===== src/rtl/cpu_types_pkg.sv =====
// Shared CPU datapath types: pipeline-control states and buffer limits.
package cpu_types_pkg;

  // Hazard-unit command for a stage buffer. The ENABLE/NOP encodings predate
  // STALL/FLUSH and must not move.
  typedef enum logic [1:0] {
    PIPE_ENABLE = 2'b00,
    PIPE_STALL  = 2'b01,
    PIPE_NOP    = 2'b10,
    PIPE_FLUSH  = 2'b11
  } pipe_state_t;

  localparam int PIPE_BUF_MAX_DEPTH = 16;

  // Pointer width able to address depth entries (at least one bit).
  function automatic int ptr_width(input int depth);
    return (depth > 1) ? $clog2(depth) : 1;
  endfunction

endpackage


===== src/rtl/pipe_buf_ptr.sv =====
// Wrap-around index for a circular buffer of DEPTH entries.
// DEPTH need not be a power of two.
module pipe_buf_ptr #(
  parameter int DEPTH = 2,
  parameter int PTR_W = (DEPTH > 1) ? $clog2(DEPTH) : 1
) (
  input  logic             CLK,
  input  logic             RST,
  input  logic             clr,
  input  logic             inc,
  output logic [PTR_W-1:0] ptr
);

  localparam logic [PTR_W-1:0] LAST = PTR_W'(DEPTH - 1);

  // Pointer register: clear wins over increment, increment wraps after LAST.
  always_ff @(posedge CLK) begin
    // NOTE: state is updated with <= so every register samples pre-edge values.
    if (RST || clr) begin
      ptr <= '0;
    end else if (inc) begin
      ptr <= (ptr == LAST) ? '0 : ptr + PTR_W'(1);
    end
  end

endmodule


===== src/rtl/pipeline_stage_buffer.sv =====
// Elastic inter-stage pipeline register with valid/ready handshake, stall,
// bubble injection and flush. Output is always driven from storage, never
// from in_data, so an entry appears one cycle after it is written.
module pipeline_stage_buffer
  import cpu_types_pkg::*;
#(
  parameter int                DATA_W    = 128,
  parameter int                DEPTH     = 2,
  parameter logic [DATA_W-1:0] NOP_VALUE = '0,
  parameter int                CNT_W     = $clog2(DEPTH + 1)
) (
  input  logic              CLK,
  input  logic              RST,
  input  pipe_state_t       stage_ctrl,
  input  logic              in_valid,
  output logic              in_ready,
  input  logic [DATA_W-1:0] in_data,
  output logic              out_valid,
  input  logic              out_ready,
  output logic [DATA_W-1:0] out_data,
  output logic              out_bubble,
  output logic [CNT_W-1:0]  occupancy
);

  localparam int PTR_W = ptr_width(DEPTH);

  logic [DATA_W-1:0] mem [DEPTH];
  logic [DEPTH-1:0]  bubble_q;
  logic [PTR_W-1:0]  head;
  logic [PTR_W-1:0]  tail;
  logic [CNT_W-1:0]  count;

  logic              not_full;
  logic              not_empty;
  logic              push;
  logic              pop;
  logic              flush;
  logic              wr_bubble;
  logic [DATA_W-1:0] wr_data;

  assign not_full  = (count < CNT_W'(DEPTH));
  assign not_empty = (count != '0);

  // Decode the hazard-unit command into handshake and storage controls.
  always_comb begin
    // NOTE: every output gets a default first so no path leaves it unassigned (no latch).
    in_ready  = 1'b0;
    out_valid = 1'b0;
    push      = 1'b0;
    flush     = 1'b0;
    wr_bubble = 1'b0;
    if (!RST) begin
      case (stage_ctrl)
        PIPE_ENABLE: begin
          in_ready  = not_full;
          out_valid = not_empty;
          push      = in_valid && not_full;
        end
        PIPE_NOP: begin
          out_valid = not_empty;
          push      = not_full;
          wr_bubble = 1'b1;
        end
        PIPE_FLUSH: begin
          flush = 1'b1;
        end
        default: begin
          // PIPE_STALL and anything undecodable hold all state.
        end
      endcase
    end
  end

  assign pop     = out_valid && out_ready;
  assign wr_data = wr_bubble ? NOP_VALUE : in_data;

  pipe_buf_ptr #(.DEPTH(DEPTH), .PTR_W(PTR_W)) u_head_ptr (
    .CLK (CLK),
    .RST (RST),
    .clr (flush),
    .inc (pop),
    .ptr (head)
  );

  pipe_buf_ptr #(.DEPTH(DEPTH), .PTR_W(PTR_W)) u_tail_ptr (
    .CLK (CLK),
    .RST (RST),
    .clr (flush),
    .inc (push),
    .ptr (tail)
  );

  // Occupancy counter; simultaneous push and pop leave it unchanged.
  always_ff @(posedge CLK) begin
    if (RST || flush) begin
      count <= '0;
    end else if (push && !pop) begin
      count <= count + CNT_W'(1);
    end else if (pop && !push) begin
      count <= count - CNT_W'(1);
    end
  end

  // Payload storage, written at the tail.
  always_ff @(posedge CLK) begin
    // NOTE: payload RAM is deliberately not reset; count gates every read of it.
    if (push) begin
      mem[tail] <= wr_data;
    end
  end

  // Bubble flags: cleared wholesale on reset/flush, tagged per entry on push.
  always_ff @(posedge CLK) begin
    if (RST || flush) begin
      bubble_q <= '0;
    end else if (push) begin
      bubble_q[tail] <= wr_bubble;
    end
  end

  assign out_data   = not_empty ? mem[head] : NOP_VALUE;
  assign out_bubble = not_empty && bubble_q[head];
  assign occupancy  = count;

endmodule


===== config.mk =====
export PLATFORM = sky130hd
export DESIGN_NAME = pipeline_stage_buffer
export DESIGN_NICKNAME = d
export VERILOG_FILES = /design/src/rtl/cpu_types_pkg.sv /design/src/rtl/pipe_buf_ptr.sv /design/src/rtl/pipeline_stage_buffer.sv
export SDC_FILE = /design/constraint.sdc
export NUM_CORES = 1
export LEC_CHECK = 0
export BUFFER_PORTS_ARGS = -buffer_cell sky130_fd_sc_hd__buf_2
export CAP_MARGIN = 20
export CORE_MARGIN = 1.5
export CORE_UTILIZATION = 51
export CTS_BUF_LIST = sky130_fd_sc_hd__clkbuf_2 sky130_fd_sc_hd__clkbuf_4 sky130_fd_sc_hd__clkbuf_8
export DETAILED_ROUTE_END_ITERATION = 6
export GPL_TIMING_DRIVEN = 0
export PLACE_DENSITY = 0.77
export SKIP_CTS_REPAIR_TIMING = 1
export SLEW_MARGIN = 20
export SYNTH_ARGS = -nofsm -noshare
export SYNTH_HDL_FRONTEND = slang
export SYNTH_SLANG_ARGS = --single-unit

===== constraint.sdc =====
create_clock -name CLK -period 6 [get_ports CLK]
set_input_delay 0.3 -clock CLK [delete_from_list [all_inputs] [get_ports CLK]]
set_output_delay 0.3 -clock CLK [all_outputs]
set_load 0.005 [all_outputs]

# Word level (Yosys, flattened, before mapping)

Memory sizes are Yosys's and may differ from the RTL's. A register that Yosys moved wholly into a read port is not among the register bits.
Index checks and enable logic that the tools add are counted.

Memory bits (read-only): 0
Word-level logic and storage cells: 53
Flip-flop bits (word level): 6
Memories kept: 1
Latch bits: 0
Input bits: 134
RAM bits: 256
Output and inout port bits: 133

Div/mod/pow operators: 0
Bitwise gates (word level): 0
Magnitude comparators: 4
$mul: 0
Multiplexer cells: 25
$add $sub $neg: 4
Shifts and indexed selects: 0
Reduce and logical (&&, ||, !) cells: 13
Equality and inequality tests: 2

Memory list:

| memory | words | bits a word | read ports | clocked after Yosys merged registers in | wr ports | RTL line                    | RTL |
|---|---|---|---|---|---|---|---|
| mem    | 2     | 128         | 1          | 1                                       | 1        | pipeline_stage_buffer.sv:27 | `logic [DATA_W-1:0] mem [DEPTH];` |

Operator list:

| operator            | number |
|---|---|
| $mux 128            | 2 |
| $mux 1              | 18 |
| $logic_and 1x1->1   | 6 |
| $eq 2x2->1 const B  | 2 |
| $lt 1x2->1 const B  | 2 |
| $mux 2              | 2 |
| $reduce_bool 2->1   | 2 |
| $add 1x1->1 const B | 2 |
| $add 2x1->2 const B | 1 |
| $bwmux 2            | 1 |
| $logic_not 1->1     | 2 |
| $logic_not 2->1     | 1 |
| $lt 2x2->1 const B  | 1 |
| $pmux 1 s2          | 1 |
| $reduce_or 2->1     | 1 |
| $sub 2x1->2 const B | 1 |
| $demux 1 s1         | 1 |
| $ge 1x1->1 const B  | 1 |
| $logic_or 1x1->1    | 1 |

# Longest topological paths before layout

Word-level depth: 8
Gate-level depth with buffers: 7
Gate-level depth less buffers: 6

# Cells and area by module

Synthesis repeated with hierarchy kept, for this count alone.

Cell total of the unflattened synthesis: 720
Area, all modules: 10906.7 um^2

By module, submodules not included:

| module                | seq. area each (um^2) | times used | cells an instance | area an instance (um^2) |
|---|---|---|---|---|
| pipeline_stage_buffer | 7767.4                | 1          | 714               | 10829.1 |
| pipe_buf_ptr          | 20.0                  | 2          | 3                 | 38.8 |

# Least setup slack after synthesis

No wires, ideal clock.

Kind: input-to-reg
From: input stage_ctrl[1]
To: memory mem[1][0], enable pin
Library setup time: 502 ps
Buffers on the path: 1
Arrival: 3858 ps
Path slack: 1641 ps
Data required time: 5498 ps
Stages on the path: 4
Cells stage by stage: buf_2 > nor2_1 > nor4_1 > and2_1

Cells in the longest elaborated chain, start to end: 5
Elaborated cells between the ends (all ways): 6
Classes of those cells: 1 x eq/ne; 4 x mux; 1 x reduce/logical

Ends and longest elaborated chain:

| element                                              | RTL line                     | RTL |
|---|---|---|
| from (decl)                                          | pipeline_stage_buffer.sv:14  | `input pipe_state_t stage_ctrl,` |
| $eq 2x2->1 / $logic_not 2->1 (equally long branches) | pipeline_stage_buffer.sv:53  | `case (stage_ctrl)` |
| $pmux 1 s2 (*)                                       | pipeline_stage_buffer.sv:53  |  |
| $mux 1 (*)                                           | pipeline_stage_buffer.sv:52  | `if (!RST) begin` |
| via push                                             | pipeline_stage_buffer.sv:35  | `logic push;` |
| $mux 1 (*)                                           | pipeline_stage_buffer.sv:107 | `if (push) begin` |
| $mux 1 (implied by the code) (*)                     | pipeline_stage_buffer.sv:108 | `mem[tail] <= wr_data;` |
| to (decl)                                            | pipeline_stage_buffer.sv:27  |  |

The timed path passes the listed nets; every way through them passes the cells marked *.

# Worst setup path in the final report

From: register count[1] (netlist: occupancy[1])
To: memory mem[0][54], enable pin

Cells in the longest elaborated chain, start to end: 6

Ends and longest elaborated chain:

| element                          | RTL line                     | RTL |
|---|---|---|
| from (decl)                      | pipeline_stage_buffer.sv:31  | `logic [CNT_W-1:0] count;` |
| from (signal assigned)           | pipeline_stage_buffer.sv:98  | `count <= count + CNT_W'(1);` |
| from (signal assigned)           | pipeline_stage_buffer.sv:100 | `count <= count - CNT_W'(1);` |
| $lt 2x2->1 (*)                   | pipeline_stage_buffer.sv:41  | `assign not_full = (count < CNT_W'(DEPTH));` |
| $logic_and 1x1->1                | pipeline_stage_buffer.sv:57  | `push = in_valid && not_full;` |
| $pmux 1 s2 (*)                   | pipeline_stage_buffer.sv:53  |  |
| $mux 1 (*)                       | pipeline_stage_buffer.sv:52  |  |
| $mux 1 (*)                       | pipeline_stage_buffer.sv:107 |  |
| $mux 1 (implied by the code) (*) | pipeline_stage_buffer.sv:108 |  |

Mark *: on every way between the ends. The rest lies on a longest branch, timed or not.

==> impl_results.html <==
<table>
<tr><th>Metric</th><th>Value</th></tr>
<tr><th colspan="2">Global routing</th></tr>
<tr><td>GR Overflow Total</td><td>0</td></tr>
<tr><td>Global-route wire length before repair</td><td>33.8 mm</td></tr>
<tr><td>Via count of the first global-routing pass</td><td>around 6700</td></tr>
<tr><td>Overall Global Routing Usage</td><td>19.9%</td></tr>
<tr><td>Largest net degree at the start of global routing</td><td>51</td></tr>
<tr><td>Initial antenna violation count</td><td>2</td></tr>
<tr><th colspan="2">Critical path</th></tr>
<tr><td>Worst-case register-to-register setup slack</td><td>3.55 ns</td></tr>
<tr><td>Capturing instance or port of the critical path</td><td>mem[0][54]$_DFFE_PP_</td></tr>
<tr><td>Crit-path leading delay family</td><td>simple AND/OR/NAND/NOR gates</td></tr>
<tr><td>Cell-by-cell listing of the critical path</td><td>buf_6 &gt; or4_4 &gt; nor2_4 &gt; buf_16 &gt; buf_16 &gt; buf_12</td></tr>
<tr><td>Arrival time of the worst setup path</td><td>2.67 ns</td></tr>
<tr><td>Critical Path Fanout Max</td><td>26</td></tr>
<tr><td>Data required, critical path</td><td>6.22 ns</td></tr>
<tr><td>Largest incremental delay on the critical path</td><td>0.57 ns</td></tr>
<tr><td>Crit path depth</td><td>6</td></tr>
<tr><td>Worst setup path category</td><td>reg2reg</td></tr>
<tr><td>Depth of the most critical reg-to-reg path</td><td>6</td></tr>
<tr><td>Worst flop-to-flop path startpoint</td><td>occupancy[1]$_SDFFE_PP0P_</td></tr>
<tr><td>Cell with the largest stage delay on the worst path</td><td>or4_4</td></tr>
<tr><td>Worst Setup SP</td><td>occupancy[1]$_SDFFE_PP0P_</td></tr>
<tr><td>Setup crit start kind</td><td>register</td></tr>
<tr><td>Critical path capture point type</td><td>register</td></tr>
<tr><td>CP bufs+invs</td><td>4</td></tr>
<tr><td>Cell with the most instances on the worst path</td><td>buf_16</td></tr>
<tr><td>Worst reg2reg endpoint</td><td>mem[0][54]$_DFFE_PP_</td></tr>
<tr><th colspan="2">Timing</th></tr>
<tr><td>Worst max-slew margin expressed relative to the limit</td><td>59.4%</td></tr>
<tr><td>Minimum clock period after layout</td><td>2.45 ns</td></tr>
<tr><td>Final Cycle Share</td><td>40.8%</td></tr>
<tr><td>Hold Violations, Final</td><td>0</td></tr>
<tr><td>Clk_skew</td><td>around 0.013 ns</td></tr>
<tr><td>Max Slew Vio Count</td><td>0</td></tr>
<tr><td>Max Clock Freq</td><td>408 MHz</td></tr>
<tr><td>Total setup violations reported at the end of the flow</td><td>0</td></tr>
<tr><td>Setup tns final</td><td>0 ns</td></tr>
<tr><td>Transition time at the pin with the least slew margin</td><td>0.607 ns</td></tr>
<tr><td>RSZ-0062 raised after global routing</td><td>false</td></tr>
<tr><td>Worst Slack Setup Final</td><td>around 3.6 ns</td></tr>
<tr><th colspan="2">Clocking</th></tr>
<tr><td>Worst skew pair latency</td><td>~0.53 ns</td></tr>
<tr><td>Htree depth</td><td>2</td></tr>
<tr><td>Clock tree from TritonCTS</td><td>built</td></tr>
<tr><td>Library cell used as clock root buffer</td><td>clkbuf_8</td></tr>
<tr><td>Number of clock buffers inserted by TritonCTS</td><td>43</td></tr>
<tr><td>Total number of clock tree sinks</td><td>263</td></tr>
<tr><td>Longest Clk Path Bufs</td><td>3</td></tr>
<tr><td>Clock-pin slew on the worst setup and hold paths</td><td>~0.060 ns</td></tr>
<tr><th colspan="2">Cells and area</th></tr>
<tr><td>Inserted Diodes</td><td>0</td></tr>
<tr><td>Layout filler cell count</td><td>1566</td></tr>
<tr><td>Final #Nets</td><td>1181</td></tr>
<tr><td>Multi-input combinational cell area</td><td>~2800 um^2</td></tr>
<tr><td>Register area</td><td>about 7800 um^2</td></tr>
<tr><td>Fin area</td><td>about 14000 um^2</td></tr>
<tr><td>Area growth, synth to finish</td><td>24.4%</td></tr>
<tr><td>Commonest cells after routing, fill and taps aside</td><td>290 x buf_2, 256 x edfxtp_1, 133 x nor2_1, 129 x mux2i_1, 128 x nor2b_1</td></tr>
<tr><td>Most frequent standard cell in the layout excluding fill and tap cells</td><td>buf_2</td></tr>
<tr><td>Final cell utilization of the core</td><td>64.6%</td></tr>
<tr><td>Ratio of cells with drive above 1 in the final layout</td><td>a little over a third</td></tr>
<tr><th colspan="2">Logic synthesis</th></tr>
<tr><td>Post-synth design cell area</td><td>10900 um^2</td></tr>
<tr><td>Number of distinct standard cells referenced by the synthesized netlist</td><td>29</td></tr>
<tr><td>Flops &amp; latches, synth</td><td>263</td></tr>
<tr><td>Post-Syn Instances</td><td>~730</td></tr>
<tr><td>Cell taking the most area after synthesis</td><td>edfxtp_1</td></tr>
<tr><td>Synth Net Count</td><td>864</td></tr>
<tr><td>Area share of the largest cell type after synthesis</td><td>70.4%</td></tr>
<tr><td>Most area-consuming cells after synthesis</td><td>edfxtp_1 70%, mux2i_1 12%, nor2b_1 7.3%</td></tr>
<tr><td>Sequential cell area fraction in the yosys report</td><td>71.6%</td></tr>
<tr><td>Ys Warns</td><td>0</td></tr>
<tr><td>Post-synthesis area per instance</td><td>15.0 um^2</td></tr>
<tr><th colspan="2">Placed design</th></tr>
<tr><td>Routability Congestion</td><td>0.787</td></tr>
<tr><td>Placed instance area</td><td>roughly 13000 um^2</td></tr>
<tr><td>Post-Place Setup Slack</td><td>~3.4 ns</td></tr>
<tr><td>PortBufs</td><td>264</td></tr>
<tr><td>Post-DP HPWL</td><td>around 15 mm</td></tr>
<tr><th colspan="2">Floorplan</th></tr>
<tr><td>Std-Cell Core Area</td><td>21000 um^2</td></tr>
<tr><td>Die Outline Area</td><td>22300 um^2</td></tr>
<tr><td>Rows</td><td>53</td></tr>
<tr><td>Top-Level Pins</td><td>267</td></tr>
<tr><td>Horiz. Die Dim</td><td>149 um</td></tr>
<tr><td>Starting density of the core</td><td>between 50 and 60%</td></tr>
<tr><td>Y dimension of the die</td><td>around 150 um</td></tr>
<tr><th colspan="2">Detailed routing</th></tr>
<tr><td>Number of detailed-route iterations in the first pass</td><td>4</td></tr>
<tr><td>Count of unresolved DRC violations after routing</td><td>0</td></tr>
<tr><td>Detailed Route WL</td><td>22.8 mm</td></tr>
<tr><td>DR iter-0 viols</td><td>approximately 280</td></tr>
<tr><td>DR vias/cell</td><td>just under 5</td></tr>
<tr><td>Average wire per cell in the routed design</td><td>between 15 and 20 um</td></tr>
<tr><td>Count of nets left with antenna violations after detail routing</td><td>0</td></tr>
<tr><td>Total number of vias</td><td>6718</td></tr>
<tr><th colspan="2">Hold path</th></tr>
<tr><td>Number of cells traversed by the worst hold path</td><td>2</td></tr>
<tr><td>Worst hold-check path type</td><td>in2reg</td></tr>
<tr><th colspan="2">Power and ir drop</th></tr>
<tr><td>Total power density per cell area</td><td>around 290 nW/um^2</td></tr>
<tr><td>Cell leakage power</td><td>0.00520 uW</td></tr>
<tr><td>Worst voltage drop across the vdd grid</td><td>about 0.00019 V</td></tr>
<tr><th colspan="2">Status</th></tr>
<tr><td>Result of the run</td><td>complete, no violations</td></tr>
<tr><th colspan="2">Flow run</th></tr>
<tr><td>MaxCap Viol Count</td><td>0</td></tr>
</table>
## logic make-up after synthesis
group	Yosys count	share of synthesized area, %
and+or+nand+nor	273	12.6
DFF	263	71.6
muxes	129	11.8
buffers and inverters	48	2.87
AOI/OAI and AO/OA	13	0.779
xor gates and xnor gates	2	0.160
adders and majority gates	1	0.114
## where the power goes
| group | internal [uW] | switching (uW) |
|---|---|---|
| Sequential | 2100 | 16.2 |
| Combinational | 176 | 221 |
| Clock | 764 | 671 |
| Total | 3040 | 908 |
## worst min path at each step
stage                             start                       end  slack (ns)
3_5_place_dp   bubble_q[0]$_SDFFE_PP0P_  bubble_q[0]$_SDFFE_PP0P_        0.47
3_3_place_gp   bubble_q[0]$_SDFFE_PP0P_  bubble_q[0]$_SDFFE_PP0P_        0.46
6_report                       in_valid  bubble_q[1]$_SDFFE_PP0P_        0.02
5_1_grt                        in_valid  bubble_q[1]$_SDFFE_PP0P_       0.003
2_1_floorplan                  in_valid  bubble_q[1]$_SDFFE_PP0P_        0.42
4_1_cts                        in_valid  bubble_q[1]$_SDFFE_PP0P_       -0.02
## sequential cells by signal (all words and copies together) (netlist names), named ones only
signal,count
u_head_ptr.ptr,1
occupancy,2
u_tail_ptr.ptr,1
bubble_q,2
mem,256
## cell usage after synthesis
library cell and instances:
nand2_1 2, o211ai_2 1, buf_4 5, buf_6 11, clkbuf_1 4, dfxtp_1 7, a21oi_1 4, nor2_1 133
or4_4 1, o21ai_0 2, o21ai_1 1, or3_1 2, o21bai_1 1, and2_1 1, a31oi_1 1, o211ai_1 1
nor2_4 1, a311oi_1 1, nor4_1 2, mux2i_1 129, inv_1 2, nor3_1 2, or3_2 1, a21o_1 1
nor2b_1 128, edfxtp_1 256, buf_2 26, xor2_1 2, ha_1 1
## routing by layer
layer | track usage (%) | vias up | wire (um)
met5 | 0 | - | 13
met4 | 7.43 | 2 | 644
met3 | 5.60 | 54 | 1550
met2 | 35.1 | 228 | 11700
met1 | 23.1 | 3192 | 8890
li1 | - | 3242 | -
## through the flow
stage	hold WS [ns]	std cells	total power, uW
2_1_floorplan	0.416	729	2370
4_1_cts	-0.0187	1352	3980
3_3_place_gp	0.461	1268	2530
3_5_place_dp	0.469	1276	2550
6_report	0.0184	1352	3950
5_1_grt	0.00258	1352	4100
## cell type report
type / instances / share of cell area [%]
flip-flops and latches: 263 / 57.6
multi-input cells: 418 / 20.5
repair buffers: 272 / 11.2
clock buffers: 51 / 4.80
well taps: 275 / 2.53
plain buffers: 46 / 2.26
clock inverters: 25 / 1.01
inverters: 2 / 0.0552
No activity file was read; power rests on OpenSTA's default activity.
